$ cat src/rtl/pll_ctrl_pkg.sv
// Shared types and constants for the PLL bring-up / reconfiguration controller.
// Holds the FSM state encoding, counter widths and the idle values for the APB bus.
package pll_ctrl_pkg;

    localparam int TMR_W       = 16;
    localparam int STEP_W      = 8;
    localparam int RETRY_W     = 4;
    localparam int LOCK_QUAL_W = 2;

    // Four consecutive synchronised highs are needed before lock is trusted
    localparam logic [LOCK_QUAL_W-1:0] LOCK_QUAL_MAX = 2'd3;

    localparam logic [4:0]  APB_ADDR_IDLE  = 5'h00;
    localparam logic [15:0] APB_WDATA_IDLE = 16'h0000;

    typedef enum logic [3:0] {
        ST_PWD,
        ST_RST,
        ST_WAIT_LOCK,
        ST_READY,
        ST_APB_SETUP,
        ST_APB_ACCESS,
        ST_PS_PULSE,
        ST_PS_WAIT,
        ST_FAULT
    } pll_state_e;

endpackage

$ cat src/rtl/pll_lock_sync.sv
// Brings the asynchronous PLL lock into apb_clk and qualifies it: lock_s rises only
// after four consecutive synchronised highs and drops on the first synchronised low.
import pll_ctrl_pkg::*;

module pll_lock_sync (
    input  logic apb_clk,
    input  logic apb_rst_n,
    input  logic lock_async,
    output logic lock_s
);

    logic                   sync1;
    logic                   sync2;
    logic [LOCK_QUAL_W-1:0] qual_cnt;

    always_ff @(posedge apb_clk or negedge apb_rst_n) begin
        if (!apb_rst_n) begin
            sync1    <= 1'b0;
            sync2    <= 1'b0;
            qual_cnt <= '0;
            lock_s   <= 1'b0;
        end else begin
            sync1 <= lock_async;
            sync2 <= sync1;
            if (!sync2) begin
                qual_cnt <= '0;
                lock_s   <= 1'b0;
            end else if (qual_cnt == LOCK_QUAL_MAX) begin
                lock_s <= 1'b1;
            end else begin
                qual_cnt <= qual_cnt + LOCK_QUAL_W'(1);
            end
        end
    end

endmodule

$ cat src/rtl/pll_reconfig_ctrl.sv
// Bring-up, relock and reconfiguration sequencer for one PLL with APB and DPS ports.
// One shared down-counter times PWD/RST/lock-wait/bus-wait; a separate counter tracks phase steps.
//
// state      | meaning
// -----------+------------------------------------------------------------
// PWD        | PLL powered down and held in reset
// RST        | power applied, PLL held in reset
// WAIT_LOCK  | reset released, waiting for qualified lock (with timeout)
// READY      | locked, idle; accepts cfg and phase-step requests
// APB_SETUP  | APB setup phase, address/data/direction driven
// APB_ACCESS | APB access phase, waiting for apb_ready
// PS_PULSE   | one-cycle dps_en pulse
// PS_WAIT    | waiting for dps_done of the current step
// FAULT      | lock retries or bus wait exhausted; terminal until reset
import pll_ctrl_pkg::*;

module pll_reconfig_ctrl #(
    parameter int PWD_CYCLES   = 16,
    parameter int RST_CYCLES   = 16,
    parameter int LOCK_TIMEOUT = 65535,
    parameter int MAX_RETRY    = 3,
    parameter int BUS_TIMEOUT  = 255
) (
    input  logic        apb_clk,
    input  logic        apb_rst_n,
    input  logic        pll_lock,
    output logic        pll_pwd,
    output logic        pll_rst,
    output logic [4:0]  apb_addr,
    output logic        apb_sel,
    output logic        apb_en,
    output logic        apb_write,
    output logic [15:0] apb_wdata,
    input  logic [15:0] apb_rdata,
    input  logic        apb_ready,
    output logic        dps_en,
    output logic        dps_dir,
    input  logic        dps_done,
    input  logic        cfg_req,
    input  logic        cfg_wr,
    input  logic [4:0]  cfg_addr,
    input  logic [15:0] cfg_wdata,
    output logic        cfg_ack,
    output logic [15:0] cfg_rdata,
    input  logic        ps_req,
    input  logic        ps_dir,
    input  logic [7:0]  ps_steps,
    output logic        ps_ack,
    output logic        pll_ready,
    output logic        fault,
    output logic [7:0]  relock_cnt
);

    localparam logic [TMR_W-1:0]   PWD_LOAD    = TMR_W'(PWD_CYCLES - 1);
    localparam logic [TMR_W-1:0]   RST_LOAD    = TMR_W'(RST_CYCLES - 1);
    localparam logic [TMR_W-1:0]   LOCK_LOAD   = TMR_W'(LOCK_TIMEOUT - 1);
    localparam logic [TMR_W-1:0]   BUS_LOAD    = TMR_W'(BUS_TIMEOUT - 1);
    localparam logic [RETRY_W-1:0] RETRY_LIMIT = RETRY_W'(MAX_RETRY);

    pll_state_e          state, state_nxt;
    logic [TMR_W-1:0]    tmr, tmr_nxt;
    logic [RETRY_W-1:0]  retry, retry_nxt, retry_inc;
    logic [STEP_W-1:0]   steps, steps_nxt;
    logic [4:0]          addr_nxt;
    logic [15:0]         wdata_nxt;
    logic                write_nxt;
    logic                dir_nxt;
    logic                cfg_ack_nxt;
    logic                ps_ack_nxt;
    logic [15:0]         rdata_nxt;
    logic                fault_nxt;
    logic [7:0]          relock_nxt;
    logic                lock_s;
    logic                tmr_tc;

    pll_lock_sync u_lock_sync (
        .apb_clk    (apb_clk),
        .apb_rst_n  (apb_rst_n),
        .lock_async (pll_lock),
        .lock_s     (lock_s)
    );

    assign tmr_tc    = (tmr == '0);
    assign retry_inc = retry + RETRY_W'(1);

    always_ff @(posedge apb_clk or negedge apb_rst_n) begin
        if (!apb_rst_n) begin
            state      <= ST_PWD;
            tmr        <= PWD_LOAD;
            retry      <= '0;
            steps      <= '0;
            apb_addr   <= APB_ADDR_IDLE;
            apb_wdata  <= APB_WDATA_IDLE;
            apb_write  <= 1'b0;
            dps_dir    <= 1'b0;
            cfg_ack    <= 1'b0;
            ps_ack     <= 1'b0;
            cfg_rdata  <= '0;
            fault      <= 1'b0;
            relock_cnt <= '0;
        end else begin
            state      <= state_nxt;
            tmr        <= tmr_nxt;
            retry      <= retry_nxt;
            steps      <= steps_nxt;
            apb_addr   <= addr_nxt;
            apb_wdata  <= wdata_nxt;
            apb_write  <= write_nxt;
            dps_dir    <= dir_nxt;
            cfg_ack    <= cfg_ack_nxt;
            ps_ack     <= ps_ack_nxt;
            cfg_rdata  <= rdata_nxt;
            fault      <= fault_nxt;
            relock_cnt <= relock_nxt;
        end
    end

    always_comb begin
        state_nxt   = state;
        tmr_nxt     = tmr;
        retry_nxt   = retry;
        steps_nxt   = steps;
        addr_nxt    = apb_addr;
        wdata_nxt   = apb_wdata;
        write_nxt   = apb_write;
        dir_nxt     = dps_dir;
        cfg_ack_nxt = 1'b0;
        ps_ack_nxt  = 1'b0;
        rdata_nxt   = cfg_rdata;
        fault_nxt   = fault;
        relock_nxt  = relock_cnt;

        case (state)
            ST_PWD: begin
                if (tmr_tc) begin
                    state_nxt = ST_RST;
                    tmr_nxt   = RST_LOAD;
                end else begin
                    tmr_nxt = tmr - TMR_W'(1);
                end
            end
            ST_RST: begin
                if (tmr_tc) begin
                    state_nxt = ST_WAIT_LOCK;
                    tmr_nxt   = LOCK_LOAD;
                end else begin
                    tmr_nxt = tmr - TMR_W'(1);
                end
            end
            ST_WAIT_LOCK: begin
                if (lock_s) begin
                    state_nxt = ST_READY;
                    retry_nxt = '0;
                end else if (tmr_tc) begin
                    retry_nxt = retry_inc;
                    if (retry_inc == RETRY_LIMIT) begin
                        state_nxt = ST_FAULT;
                        fault_nxt = 1'b1;
                    end else begin
                        state_nxt = ST_RST;
                        tmr_nxt   = RST_LOAD;
                    end
                end else begin
                    tmr_nxt = tmr - TMR_W'(1);
                end
            end
            ST_READY: begin
                if (!lock_s) begin
                    if (relock_cnt != 8'hFF) relock_nxt = relock_cnt + 8'd1;
                    state_nxt = ST_RST;
                    tmr_nxt   = RST_LOAD;
                end else if (cfg_req) begin
                    state_nxt = ST_APB_SETUP;
                    addr_nxt  = cfg_addr;
                    wdata_nxt = cfg_wdata;
                    write_nxt = cfg_wr;
                end else if (ps_req) begin
                    if (ps_steps == '0) begin
                        ps_ack_nxt = 1'b1;
                    end else begin
                        state_nxt = ST_PS_PULSE;
                        steps_nxt = ps_steps;
                        dir_nxt   = ps_dir;
                    end
                end
            end
            ST_APB_SETUP: begin
                state_nxt = ST_APB_ACCESS;
                tmr_nxt   = BUS_LOAD;
            end
            ST_APB_ACCESS: begin
                if (apb_ready) begin
                    cfg_ack_nxt = 1'b1;
                    addr_nxt    = APB_ADDR_IDLE;
                    wdata_nxt   = APB_WDATA_IDLE;
                    write_nxt   = 1'b0;
                    // A write changes PLL settings, so always go through a full relock
                    if (apb_write) begin
                        state_nxt = ST_RST;
                        tmr_nxt   = RST_LOAD;
                        retry_nxt = '0;
                    end else begin
                        state_nxt = ST_READY;
                        rdata_nxt = apb_rdata;
                    end
                end else if (tmr_tc) begin
                    state_nxt = ST_FAULT;
                    fault_nxt = 1'b1;
                    addr_nxt  = APB_ADDR_IDLE;
                    wdata_nxt = APB_WDATA_IDLE;
                    write_nxt = 1'b0;
                end else begin
                    tmr_nxt = tmr - TMR_W'(1);
                end
            end
            ST_PS_PULSE: begin
                state_nxt = ST_PS_WAIT;
                tmr_nxt   = BUS_LOAD;
            end
            ST_PS_WAIT: begin
                if (dps_done) begin
                    if (steps == STEP_W'(1)) begin
                        ps_ack_nxt = 1'b1;
                        state_nxt  = ST_READY;
                    end else begin
                        state_nxt = ST_PS_PULSE;
                    end
                    steps_nxt = steps - STEP_W'(1);
                end else if (tmr_tc) begin
                    state_nxt = ST_FAULT;
                    fault_nxt = 1'b1;
                end else begin
                    tmr_nxt = tmr - TMR_W'(1);
                end
            end
            ST_FAULT: begin
                state_nxt = ST_FAULT;
            end
            default: begin
                state_nxt = ST_FAULT;
                fault_nxt = 1'b1;
            end
        endcase
    end

    // Outputs decode straight from registered state so reset takes effect in the same cycle
    assign pll_pwd   = (state == ST_PWD) || (state == ST_FAULT);
    assign pll_rst   = (state == ST_PWD) || (state == ST_RST) || (state == ST_FAULT) ||
                       (((state == ST_APB_SETUP) || (state == ST_APB_ACCESS)) && apb_write);
    assign apb_sel   = (state == ST_APB_SETUP) || (state == ST_APB_ACCESS);
    assign apb_en    = (state == ST_APB_ACCESS);
    assign dps_en    = (state == ST_PS_PULSE);
    assign pll_ready = (state == ST_READY);

endmodule
$ cat config.mk
export PLATFORM = sky130hd
export DESIGN_NAME = pll_reconfig_ctrl
export DESIGN_NICKNAME = d
export VERILOG_FILES = /design/src/rtl/pll_ctrl_pkg.sv /design/src/rtl/pll_lock_sync.sv /design/src/rtl/pll_reconfig_ctrl.sv
export SDC_FILE = /design/constraint.sdc
export NUM_CORES = 1
export LEC_CHECK = 0
export CORE_MARGIN = 4
export CORE_UTILIZATION = 54
export DETAILED_ROUTE_END_ITERATION = 6
export PLACE_DENSITY_LB_ADDON = 0.2
export SYNTH_ARGS = -nofsm -noshare
export SYNTH_HDL_FRONTEND = slang
export SYNTH_HIERARCHICAL = 1
export SYNTH_SLANG_ARGS = --single-unit
$ cat constraint.sdc
create_clock -name apb_clk -period 5.3 [get_ports apb_clk]
set_input_delay 1.06 -clock apb_clk [delete_from_list [all_inputs] [get_ports apb_clk]]
set_output_delay 1.06 -clock apb_clk [all_outputs]
set_load 0.01 [all_outputs]
# [Word-level counts from Yosys, hierarchy flattened]
# Index checks and enable logic that the tools add are counted.
[totals] reg_bits=87 input_bits=54 out_inout_bits=56 elab_cells=159
[classes] addsub=5 n_eq_ne=36 mux=72 bitwise_logic=5 n_reduce_logical=24
[op_table] operator="16-bit 2-to-1 mux" count=14
[op_table] operator="16-bit one-hot mux with 7 select lines" count=1
[op_table] operator="4-bit 2-to-1 mux" count=16
[op_table] operator="8-bit 2-to-1 mux" count=5
[op_table] operator="16-bit one-hot mux with 2 select lines" count=1
[op_table] operator="4-bit one-hot mux with 8 select lines" count=1
[op_table] operator="2-bit != test (second input constant)" count=15
[op_table] operator="1-bit 2-to-1 mux" count=20
[op_table] operator="5-bit 2-to-1 mux" count=4
[op_table] operator="6-bit AND reduction" count=3
[op_table] operator="4-bit by 3-bit equality test with 1-bit output (second input constant)" count=4
[op_table] operator="16-bit logical NOT" count=1
[op_table] operator="8-bit one-hot mux with 2 select lines" count=1
[op_table] operator="16-bit by 1-bit subtractor with 16-bit output (second input constant)" count=1
[op_table] operator="4-bit by 2-bit equality test with 1-bit output (second input constant)" count=3
[op_table] operator="5-bit one-hot mux with 2 select lines" count=1
[op_table] operator="5-bit AND reduction" count=2
[op_table] operator="8-bit by 1-bit adder with 8-bit output (second input constant)" count=1
[op_table] operator="8-bit by 1-bit equality test with 1-bit output (second input constant)" count=1
[op_table] operator="8-bit logical NOT" count=1
[op_table] operator="4-bit != test (second input constant)" count=2
[op_table] operator="8-bit != test (second input constant)" count=1
[op_table] operator="4-bit one-hot mux with 2 select lines" count=1
[op_table] operator="4-bit AND reduction" count=2
[op_table] operator="23 further kinds" count=40

# [Logic depth before layout (Yosys ltp)]
[logic_depth] word_depth=6 depth_mapped=11 depth_no_buf=9

# [Cells and area by module]
# The synthesis kept the hierarchy.
[by_module_without_submodules] module="pll_reconfig_ctrl" n_inst=1 cells_each=527 area_each_um2=4534.3
[by_module_without_submodules] module="pll_lock_sync" n_inst=1 cells_each=11 area_each_um2=176.4

# [Least setup slack after synthesis]
# No wires, ideal clock.
[synth_path] path_kind="in2reg" startpoint="in ps_req" endpoint="reg steps[0]" t_arrival_ns=2.378 path_slack_ns=2.836 path_stages=6 n_path_buf=1 path_cell_list="nor2b_1 -> nand3_1 -> a211oi_1 -> clkbuf_1 -> nand3_1 -> o211ai_1"
[synth_between] elab_chain_cells=2
[synth_lines] element="start, declared" line_no="pll_reconfig_ctrl.sv:45" text="input logic ps_req,"
[synth_lines] element="2-bit != test (no source line)"
[synth_lines] element="6-bit AND reduction (no source line)"
[synth_lines] element="end signal, assigned" line_no="pll_reconfig_ctrl.sv:105" text="steps <= steps_nxt;"
[synth_lines] element="end, declared" line_no="pll_reconfig_ctrl.sv:63" text="logic [STEP_W-1:0] steps, steps_nxt;"
# Every way passes these cells.
# A chain may end at the register's enable or synchronous reset.

# [Final worst setup path]
[layout_path] startpoint="reg state[2]" endpoint="out apb_en"
[layout_between] elab_chain_cells=1
[layout_lines] element="start, declared" line_no="pll_reconfig_ctrl.sv:60" text="pll_state_e state, state_nxt;"
[layout_lines] element="start signal, assigned" line_no="pll_reconfig_ctrl.sv:102" text="state <= state_nxt;"
[layout_lines] element="4-bit by 3-bit equality test with 1-bit output" line_no="pll_reconfig_ctrl.sv:251" text="assign apb_en = (state == ST_APB_ACCESS);"
[layout_lines] element="end, declared" line_no="pll_reconfig_ctrl.sv:31" text="output logic apb_en,"
# Every way passes these cells.

==> impl_metrics.csv <==
group,metric,value,unit
yosys,synth.largest_area_cell,"sky130_fd_sc_hd__dfrtp_1",
clock_network,numClockSinks,87,
sta,post-route-period-util,0.719,
die,core_area,0.00834,mm²
drt,detailedRoute.firstPassIterationCount,5,
yosys,area_contributors_post_synth,"sky130_fd_sc_hd__dfrtp_1 44%, sky130_fd_sc_hd__nand2_1 10%, sky130_fd_sc_hd__o21ai_0 4.8%, sky130_fd_sc_hd__a21oi_1 4.0%, sky130_fd_sc_hd__ha_1 2.7%",
final_layout,layout-drive-gt1-share,0.0720,
clock_network,clockBufferDepth,2,
sta,finalSetupViolCount,0,
global_routing,grt_first_pass_wirelength,20.2,mm
drt,post-route-drc-count,0,
yosys,synth.cell_area,0.00471,mm²
global_routing,largest_net_degree_at_the_start_of_global_routing,55,
die,floorplan.rows,33,
worst_setup_path,crit_path_start,"state[2]",
yosys,yosysMostFrequentCell,"sky130_fd_sc_hd__nand2_1",
worst_setup_path,timing_worst_setup_path_type,"flip-flop to primary output",
die,start_util,0.565,
drt,drt-wirelength-per-cell,16.2,µm
sta,drv_slew,0,
final_layout,nNetsFinal,698,
worst_setup_path,cp_data_arrival_time,2.75,ns
yosys,yosysWarnings,6,
die,floorplan.die.width,101,µm
yosys,synthDominantCellAreaShare,0.441,
yosys,mean_syn_cell_area,8.76,µm²
yosys,synthesis.nets,602,
yosys,synth_seq_area_share,0.463,
clock_network,cts-hold-fix-buffers,0,
drt,vias,4358,
sta,worstMarginPinSlew,1.04,ns
final_layout,diodes,0,
min_path,hold_path.startpoint,"u_lock_sync/sync1",
place,placed_instance_count,728,
clock_network,cts-buffers-inserted,9,
yosys,synth_top_cells_by_count,"127 x sky130_fd_sc_hd__nand2_1, 83 x sky130_fd_sc_hd__dfrtp_1, 45 x sky130_fd_sc_hd__o21ai_0, 38 x sky130_fd_sc_hd__a21oi_1, 29 x sky130_fd_sc_hd__nor2_1",
global_routing,number_of_global_route_vias_before_repair,4284,
worst_setup_path,worst-endpoint-required,4.24,ns
power,total_leakage_power,2.69,nW
place,io_buffers,109,
clock_network,postCtsSetupRepairBufs,0,
final_layout,final_core_util,0.726,
flow_run,max_cap_violations,0,
clock_network,h-tree-depth,3,
sta,timing.slew.headroom,0.305,
outcome,status,"finished clean",
yosys,synth_ff_type,"sky130_fd_sc_hd__dfrtp_1",
final_layout,flow.area_growth_from_synthesis,28.6,%
clock_network,clock_insertion_delay_worst_skew,0.36,ns
drt,initialDrtViolationCount,217,
min_path,timing.hold.worst.class,"flip-flop to flip-flop",
power,cellPowerDensity,432,mW/mm²
yosys,synth_enable_flop_cells,0,
clock_network,cts_tree,"yes",
sta,grt_setup_unrepaired,"false",
clock_network,clock_tree.root_cell,"sky130_fd_sc_hd__clkbuf_8",
drt,route.detailed.vias_per_inst,5.86,
yosys,synth.distinct_cells,71,
die,fp.dieArea,0.0103,mm²
sta,fmax,262,MHz
die,die_y,101,µm
final_layout,final_cell_count_no_fill,744,
worst_setup_path,worst_setup_path_start_kind,"flip-flop",
worst_setup_path,reg2reg_from,"state[2]",
place,place_congestion,0.927,
die,io-pin-count,110,
sta,setup-tns-final,0,ns
sta,period_needed,3.81,ns
yosys,yosys_register_bits,87,
sta,final_hold_viol_count,0,
yosys,syn-instance-count,538,
drt,routed_wirelength,12.1,mm
power,power.ir.vdd_worst,0.259,mV
global_routing,antenna_violations_before_repair,0,
clock_network,post_cts_resized,0,
yosys,async_reset_ff_frac,1.00,
place,dp_hpwl,8.71,mm
global_routing,groute.usage.overall,0.245,
sta,finClkSkew,0.00779,ns
drt,route.antenna.remaining_nets,0,
global_routing,globalRouteOverflowTotal,0,
worst_setup_path,crit_path_max_fanout,26,
clock_network,cts.clk_slew.worst_paths,0.09,ns
worst_setup_path,timing.critical_path.to_type,"primary output",
-- sequential cells by signal, summed over array words and instances, names as in the netlist, 2 cells and up --
register	cells
apb_wdata	16
u_lock_sync/qual_cnt	2
relock_cnt	8
state	4
tmr	16
steps	8
retry	4
apb_addr	5
cfg_rdata	16
-- cell families (layout without fill, tap and decap cells) --
kind of cell / Yosys count / count (layout) / share of synthesized area
AOI/OAI and AO/OA: 146 / 146 / 0.199
and+or+nand+nor: 236 / 236 / 0.241
muxes: 5 / 5 / 0.0112
buffers and inverters: 45 / 146 / 0.0420
xor gates and xnor gates: 9 / 9 / 0.0167
adders and majority gates: 10 / 10 / 0.0266
DFF: 87 / 87 / 0.463
-- report_power, final --
part	internal (W)	total (W)	leakage (nW)	switching, W
Sequential	0.000869	0.00110	1.14	0.000233
Clock	0.000281	0.000535	0.113	0.000254
Combinational	0.000501	0.000980	1.44	0.000479
Total	0.00165	0.00262	2.69	0.000965
-- critical path, stage by stage, from the launching register on --
cell                              delay, ns
sky130_fd_sc_hd__dfrtp_1               0.77
sky130_fd_sc_hd__nor2b_1               0.65
sky130_fd_sc_hd__nand2_8               0.25
sky130_fd_sc_hd__inv_4                 0.15
sky130_fd_sc_hd__clkdlybuf4s50_1       0.57
-- final timing paths --
| check | slack [ns] | depth (start not counted) | to |
|---|---|---|---|
| max in group asynchronous | 3.63 | 2 | apb_wdata[2] |
| worst min register to register | 0.37 | 0 | u_lock_sync/sync2 |
| worst max-delay path | 1.49 | 4 | apb_en |
| worst min-delay path | 0.37 | 0 | u_lock_sync/sync2 |
| min in group asynchronous | 0.63 | 1 | steps[5] |
| worst max register to register | 1.97 | 8 | tmr[9] |
-- layer usage --
metal	GRT usage	share of wire
met3	0.105	0.10
met5	0	0
met1	0.306	0.41
met4	0.0716	0.015
met2	0.387	0.47
-- cell type report --
class                   instances  area, µm²
repair buffers                112       1110
inverters                      18       70.1
fillers                       643       2280
well taps                     105        131
multi-input cells             406       2330
clock buffers                  10        138
clock inverters                 6       90.1
flip-flops and latches         87       2180
-- through the flow --
stage / setup slack (ns) / hold WS [ns] / area, µm² / total power (W)
final: 1.49 / 0.365 / 6060 / 0.00262
after global routing: 1.32 / 0.386 / 6060 / 0.00281
after CTS: 1.51 / 0.365 / 6060 / 0.00263
after detailed placement: 1.92 / 0.341 / 5830 / 0.00209
after global placement: 1.99 / 0.336 / 5830 / 0.00204
after floorplan: 2.84 / 0.331 / 4710 / 0.00166
-- cell usage in the layout (no fill, tap or decap), types with 4 or more instances in the layout --
cell type / count
sky130_fd_sc_hd__a21oi_1: 37
sky130_fd_sc_hd__a22o_1: 6
sky130_fd_sc_hd__a31oi_1: 5
sky130_fd_sc_hd__buf_4: 4
sky130_fd_sc_hd__clkbuf_8: 10
sky130_fd_sc_hd__clkdlybuf4s50_1: 108
sky130_fd_sc_hd__dfrtp_1: 83
sky130_fd_sc_hd__dfstp_2: 4
sky130_fd_sc_hd__ha_1: 10
sky130_fd_sc_hd__inv_1: 16
sky130_fd_sc_hd__nand2_1: 127
sky130_fd_sc_hd__nand2b_1: 4
sky130_fd_sc_hd__nand3_1: 12
sky130_fd_sc_hd__nand4_1: 9
sky130_fd_sc_hd__nor2_1: 29
sky130_fd_sc_hd__nor2b_1: 6
sky130_fd_sc_hd__nor3_1: 16
sky130_fd_sc_hd__nor4_1: 4
sky130_fd_sc_hd__o21ai_0: 45
sky130_fd_sc_hd__o22a_1: 8
sky130_fd_sc_hd__o31ai_1: 5
sky130_fd_sc_hd__or3_1: 4
sky130_fd_sc_hd__xnor2_1: 7
Note: power is estimated with default switching activity, not from simulation.
==> variant 1 (same settings) <==
`LOCK_QUAL_W`: 2 -> 4.
--- a/src/rtl/pll_ctrl_pkg.sv
+++ b/src/rtl/pll_ctrl_pkg.sv
@@ -5,7 +5,7 @@
     localparam int TMR_W       = 16;
     localparam int STEP_W      = 8;
     localparam int RETRY_W     = 4;
-    localparam int LOCK_QUAL_W = 2;
+    localparam int LOCK_QUAL_W = 4;
 
     // Four consecutive synchronised highs are needed before lock is trusted
     localparam logic [LOCK_QUAL_W-1:0] LOCK_QUAL_MAX = 2'd3;
Formal check against the unedited RTL: no difference found for any inputs over 10 cycles, from zero or initial values and one cycle with apb_rst_n low; that may be too few to reach the edited logic, so the function may still have changed.
==> variant 1 against the unedited design <==
  * Wire length up 3.9%
  * Critical path type unchanged
  * Area after synthesis up 2.6%
  * Worst setup slack worse by 0.020 ns
  * Design area increased by 2.6%
  * Sequential cell count increased by 2
  * Synthesized cell count rose by 2.2%
  * Via count increased by 3.1%
  * Total power up 2.7%
  * Clock skew is 0.0037 ns higher
==> variant 1: results (changes against the unedited design) <==
| Quantity | This run | vs unedited |
| --- | --- | --- |
| Run status | complete, no violations |  |
| M2 GR Usage | 39.4% | +0.69 points |
| Clock skew after layout | 0.0114 ns | +0.00366 ns |
| Arrival time of the worst setup path | 2.77 ns | +0.02 ns |
| Core region area | 0.00872 sq mm | +4.6% |
| Via density per instance | 5.91 | +0.97% |
| Clock network contribution to total cell area | 4.03% | +0.27 points |
| Static power due to leakage | 2.77 nW | +2.7% |
| Leading post-synthesis cells by instance count | 131 x nand2_1, 85 x dfrtp_1, 45 x o21ai_0 |  |
| Net count after synthesis | 614 | +2.0% |
| Met3 routing resource usage after global routing | 6.77% | -3.8 points |
| IR drop worst, VDD | 222 uV | -14% |
| Leading post-synthesis cells by cell area | dfrtp_1 44%, nand2_1 10%, o21ai_0 4.7%, a21oi_1 3.9%, ha_1 2.6% |  |
| Max_slew headroom | 48.2% | +18 points |
| Mean post-synth cell area | 8.79 sq um | +0.34% |
| Multi-input gates | 416 | +2.5% |
| Post-detailed-placement cell area | 0.00596 sq mm | +2.3% |
| Sum of routed wire segments on met1 | 5.29 mm | +5.5% |
| DP Cell Count | 744 | +2.2% |
| Layout Nets | 711 | +1.9% |
| Non-clock buffer share | 18.0% | -0.34 points |
| Buffers excl. clock | 113 | +0.89% |
| Fraction of final layout cells sized beyond drive strength 1 | 7.36% | +0.16 points |
| Final estimated routing congestion in global placement | 0.937 | +1.1% |
| Net switching power of the design | 0.976 mW | +1.1% |
| Met1 usage in global routing | 32.9% | +2.2 points |
| Wire length per cell | 16.5 microns | +1.7% |
| First-pass GRT wire length | 21.0 mm | +4.1% |
| Placed wire-length estimate | 9.06 mm | +4.0% |
[variant 1: cell count changes after synthesis, sizes merged]
cell / unedited run / this run
and2: 4 / 3
mux2i: 3 / 5
nand2: 128 / 132
xnor2: 7 / 6
nand2b: 4 / 7
dfrtp: 83 / 85
nand3b: 0 / 1
a21boi: 1 / 2
nor3b: 1 / 2
nor2b: 7 / 6
nand3: 13 / 14
[variant 1: final timing paths]
kind	startpoint	cells past startpoint	slack [ns]	endpoint
max	state[2]	4	1.47	apb_en
min	u_lock_sync/sync1	0	0.35	u_lock_sync/sync2
max reg2reg	state[2]	8	1.98	tmr[14]
min reg2reg	u_lock_sync/sync1	0	0.35	u_lock_sync/sync2
max in group asynchronous	apb_rst_n	2	3.63	retry[2]
min in group asynchronous	apb_rst_n	1	0.76	steps[6]
[variant 1: power by group through the flow]
stage                     Clock [mW]  Combinational, mW  Sequential [mW]
after detailed placement           0              0.982             1.12
after global placement             0              0.953             1.11
after CTS                      0.591              0.989             1.11
after global routing           0.624               1.10             1.15
final                          0.586              0.985             1.12
after floorplan                    0              0.579             1.09
[variant 1: worst max-delay path: stages, from the launching register on]
cell and delay [ns]:
dfrtp_1 0.79, nor2b_1 0.64, nand2_8 0.25, inv_4 0.15, clkdlybuf4s50_1 0.58
[variant 1: per-stage QoR]
step,setup WS (ns),util [%]
final,1.47,71.2
after global routing,1.34,71.2
after CTS,1.50,71.2
after detailed placement,1.91,68.4
after global placement,2.01,68.4
after floorplan,2.84,-
[variant 1: logic make-up after synthesis]
group,share of synthesized area (%)
buffers and inverters,4.09
XOR/XNOR,1.45
AND/OR/NAND/NOR,24.6
adder cells (fa/ha/maj),2.59
flip-flops,46.2
multiplexers,1.50
AO/OA/AOI/OAI,19.5
==> variant 2 (config.mk and constraints unchanged) <==
Without the edit above. Register the output `relock_cnt` once more, cleared by the reset; this adds one clock of latency there. The other outputs are not delayed to match.
--- a/src/rtl/pll_reconfig_ctrl.sv
+++ b/src/rtl/pll_reconfig_ctrl.sv
@@ -57,6 +57,8 @@
     localparam logic [TMR_W-1:0]   BUS_LOAD    = TMR_W'(BUS_TIMEOUT - 1);
     localparam logic [RETRY_W-1:0] RETRY_LIMIT = RETRY_W'(MAX_RETRY);
 
+    logic [7:0] relock_cnt_s0;
+
     pll_state_e          state, state_nxt;
     logic [TMR_W-1:0]    tmr, tmr_nxt;
     logic [RETRY_W-1:0]  retry, retry_nxt, retry_inc;
@@ -97,7 +99,7 @@
             ps_ack     <= 1'b0;
             cfg_rdata  <= '0;
             fault      <= 1'b0;
-            relock_cnt <= '0;
+            relock_cnt_s0 <= '0;
         end else begin
             state      <= state_nxt;
             tmr        <= tmr_nxt;
@@ -111,7 +113,7 @@
             ps_ack     <= ps_ack_nxt;
             cfg_rdata  <= rdata_nxt;
             fault      <= fault_nxt;
-            relock_cnt <= relock_nxt;
+            relock_cnt_s0 <= relock_nxt;
         end
     end
 
@@ -128,7 +130,7 @@
         ps_ack_nxt  = 1'b0;
         rdata_nxt   = cfg_rdata;
         fault_nxt   = fault;
-        relock_nxt  = relock_cnt;
+        relock_nxt  = relock_cnt_s0;
 
         case (state)
             ST_PWD: begin
@@ -166,7 +168,7 @@
             end
             ST_READY: begin
                 if (!lock_s) begin
-                    if (relock_cnt != 8'hFF) relock_nxt = relock_cnt + 8'd1;
+                    if (relock_cnt_s0 != 8'hFF) relock_nxt = relock_cnt_s0 + 8'd1;
                     state_nxt = ST_RST;
                     tmr_nxt   = RST_LOAD;
                 end else if (cfg_req) begin
@@ -252,4 +254,12 @@
     assign dps_en    = (state == ST_PS_PULSE);
     assign pll_ready = (state == ST_READY);
 
+    always_ff @(posedge apb_clk or negedge apb_rst_n) begin
+        if (!apb_rst_n) begin
+            relock_cnt <= '0;
+        end else begin
+            relock_cnt <= relock_cnt_s0;
+        end
+    end
+
 endmodule
Check against the original RTL: no difference found for any inputs over 10 cycles, from zero or initial values and one cycle with apb_rst_n low; that may be too few to reach the edited logic, so the function may still have changed.
==> variant 2 against the unedited design <==
  * Via count fell by 4.5%
  * Largest power group unchanged
  * Sequential cell count is 8 higher
  * Wire length shrank 3.4%
  * Worst setup slack gained 0.33 ns
  * Area after synthesis increased by 2.2%
  * Critical path type unchanged
  * Largest cell class is now registers
  * Total power is 1.7% lower
  * Sequential share of layout area grew 2.5 points
  * Design area increased by 2.1%
==> variant 2: results (changes against the unedited design) <==
| Quantity | This run | vs unedited |
| --- | --- | --- |
| GRT Util Overall | 23.3% | -1.2 points |
| Crit path max fanout | 30 | +15% |
| Via density per instance | 5.80 | -0.99% |
| Layout Nets | 669 | -4.2% |
| Adder-cell share of the synthesized area | 2.60% | -0.057 points |
| Clock skew after layout | 0.0107 ns | +0.00287 ns |
| Final estimated routing congestion in global placement | 0.866 | -6.7% |
| Wire length per cell | 16.2 microns | about the same |
| Fraction of final layout cells sized beyond drive strength 1 | 8.20% | +1.0 points |
| IR drop worst, VDD | 217 uV | -16% |
| Number of distinct standard cells referenced by the synthesized netlist | 60 | -15% |
| Drt first-iter violations | 293 | +35% |
| Number of global-route vias before repair | 4230 | -1.3% |
| Arrival time of the worst setup path | 2.42 ns | -0.33 ns |
| Static power due to leakage | 2.74 nW | +1.8% |
| Post-detailed-placement cell area | 0.00594 sq mm | +1.9% |
| First-pass GRT wire length | 19.4 mm | -3.9% |
| Area share of xor/xnor cells in the synthesized design | 2.00% | +0.33 points |
| Net count after synthesis | 573 | -4.8% |
| Sequential share of the synthesized area | 49.5% | +3.2 points |
| Run status | complete, no violations |  |
| Multiplexer area fraction after synthesis | 4.42% | +3.3 points |
| Tightest Hold Check Type | register to register |  |
| Met2 WL post-DR | 5.71 mm | +1.1% |
| Sum of routed wire segments on met1 | 4.84 mm | -3.4% |
| Number of fill cells | 663 | +3.1% |
| Fraction of the mapped netlist area in compound gates | 18.7% | -1.2 points |
| Highest layer used for signal routing | met4 |  |
| Leading post-synthesis cells by cell area | dfrtp_1 47%, nand2_1 5.9%, o21ai_0 4.7%, mux2_2 4.2%, a21oi_1 3.8% |  |
| Clock latency of the later-clocked register in the worst-skew pair | 0.36 ns | about the same |
| Placed wire-length estimate | 8.39 mm | -3.6% |
| Routed length on met3 | 955 microns | -23% |
| Max_slew headroom | 30.1% | -0.40 points |
| Pin count of the biggest net entering global routing | 53 | -3.6% |
==> variant 2: area by class of cell <==
type	count	share of cell area, %
sequential	95	38.5
multi-input combinational	372	36.4
timing repair buffer	113	18.1
tap	108	2.19
clock buffer	10	2.06
clock inverter	6	1.86
inverter	14	0.850
==> variant 2: routing by layer <==
layer / up-vias / global-route usage [%]
met2: 128 / 38.0
met5: - / 0
li1: 1999 / -
met1: 2013 / 29.3
met4: 0 / 6.86
met3: 24 / 8.26
==> variant 2: final timing paths <==
| path | slack (ns) | cells after the start | end | startpoint |
|---|---|---|---|---|
| max | 1.82 | 3 | pll_ready | state[0] |
| min | 0.36 | 0 | u_lock_sync/sync2 | u_lock_sync/sync1 |
| max reg2reg | 2.26 | 6 | tmr[8] | state[0] |
| min reg2reg | 0.36 | 0 | u_lock_sync/sync2 | u_lock_sync/sync1 |
| max in group asynchronous | 3.58 | 2 | retry[3] | apb_rst_n |
| min in group asynchronous | 0.67 | 1 | steps[0] | apb_rst_n |
==> variant 2: power breakdown <==
group	leakage (nW)	switching, mW	internal, mW	total [mW]
clock network	0.117	0.266	0.317	0.584
registers	1.24	0.221	0.916	1.14
logic	1.38	0.406	0.444	0.850
total	2.74	0.894	1.68	2.57
==> variant 2: kinds of logic after synthesis <==
kind of cell / count (synthesis)
buffers and inverters: 42
DFF: 95
adders and majority gates: 10
and+or+nand+nor: 192
xor gates and xnor gates: 11
muxes: 19
AOI/OAI and AO/OA: 140
==> variant 2: through the flow <==
step	cells	util (%)	worst slack, ns
finish	718	71.3	1.82
global placement	702	68.5	1.88
CTS	718	71.3	1.82
detailed placement	702	68.5	1.82
global route	718	71.3	1.62
floorplan	509	-	2.80
==> variant 2: worst max-delay path: stages (launching register included) <==
cell and delay (ns):
dfrtp_1 0.88, nand4bb_1 0.31, inv_1 0.28, clkdlybuf4s50_1 0.59
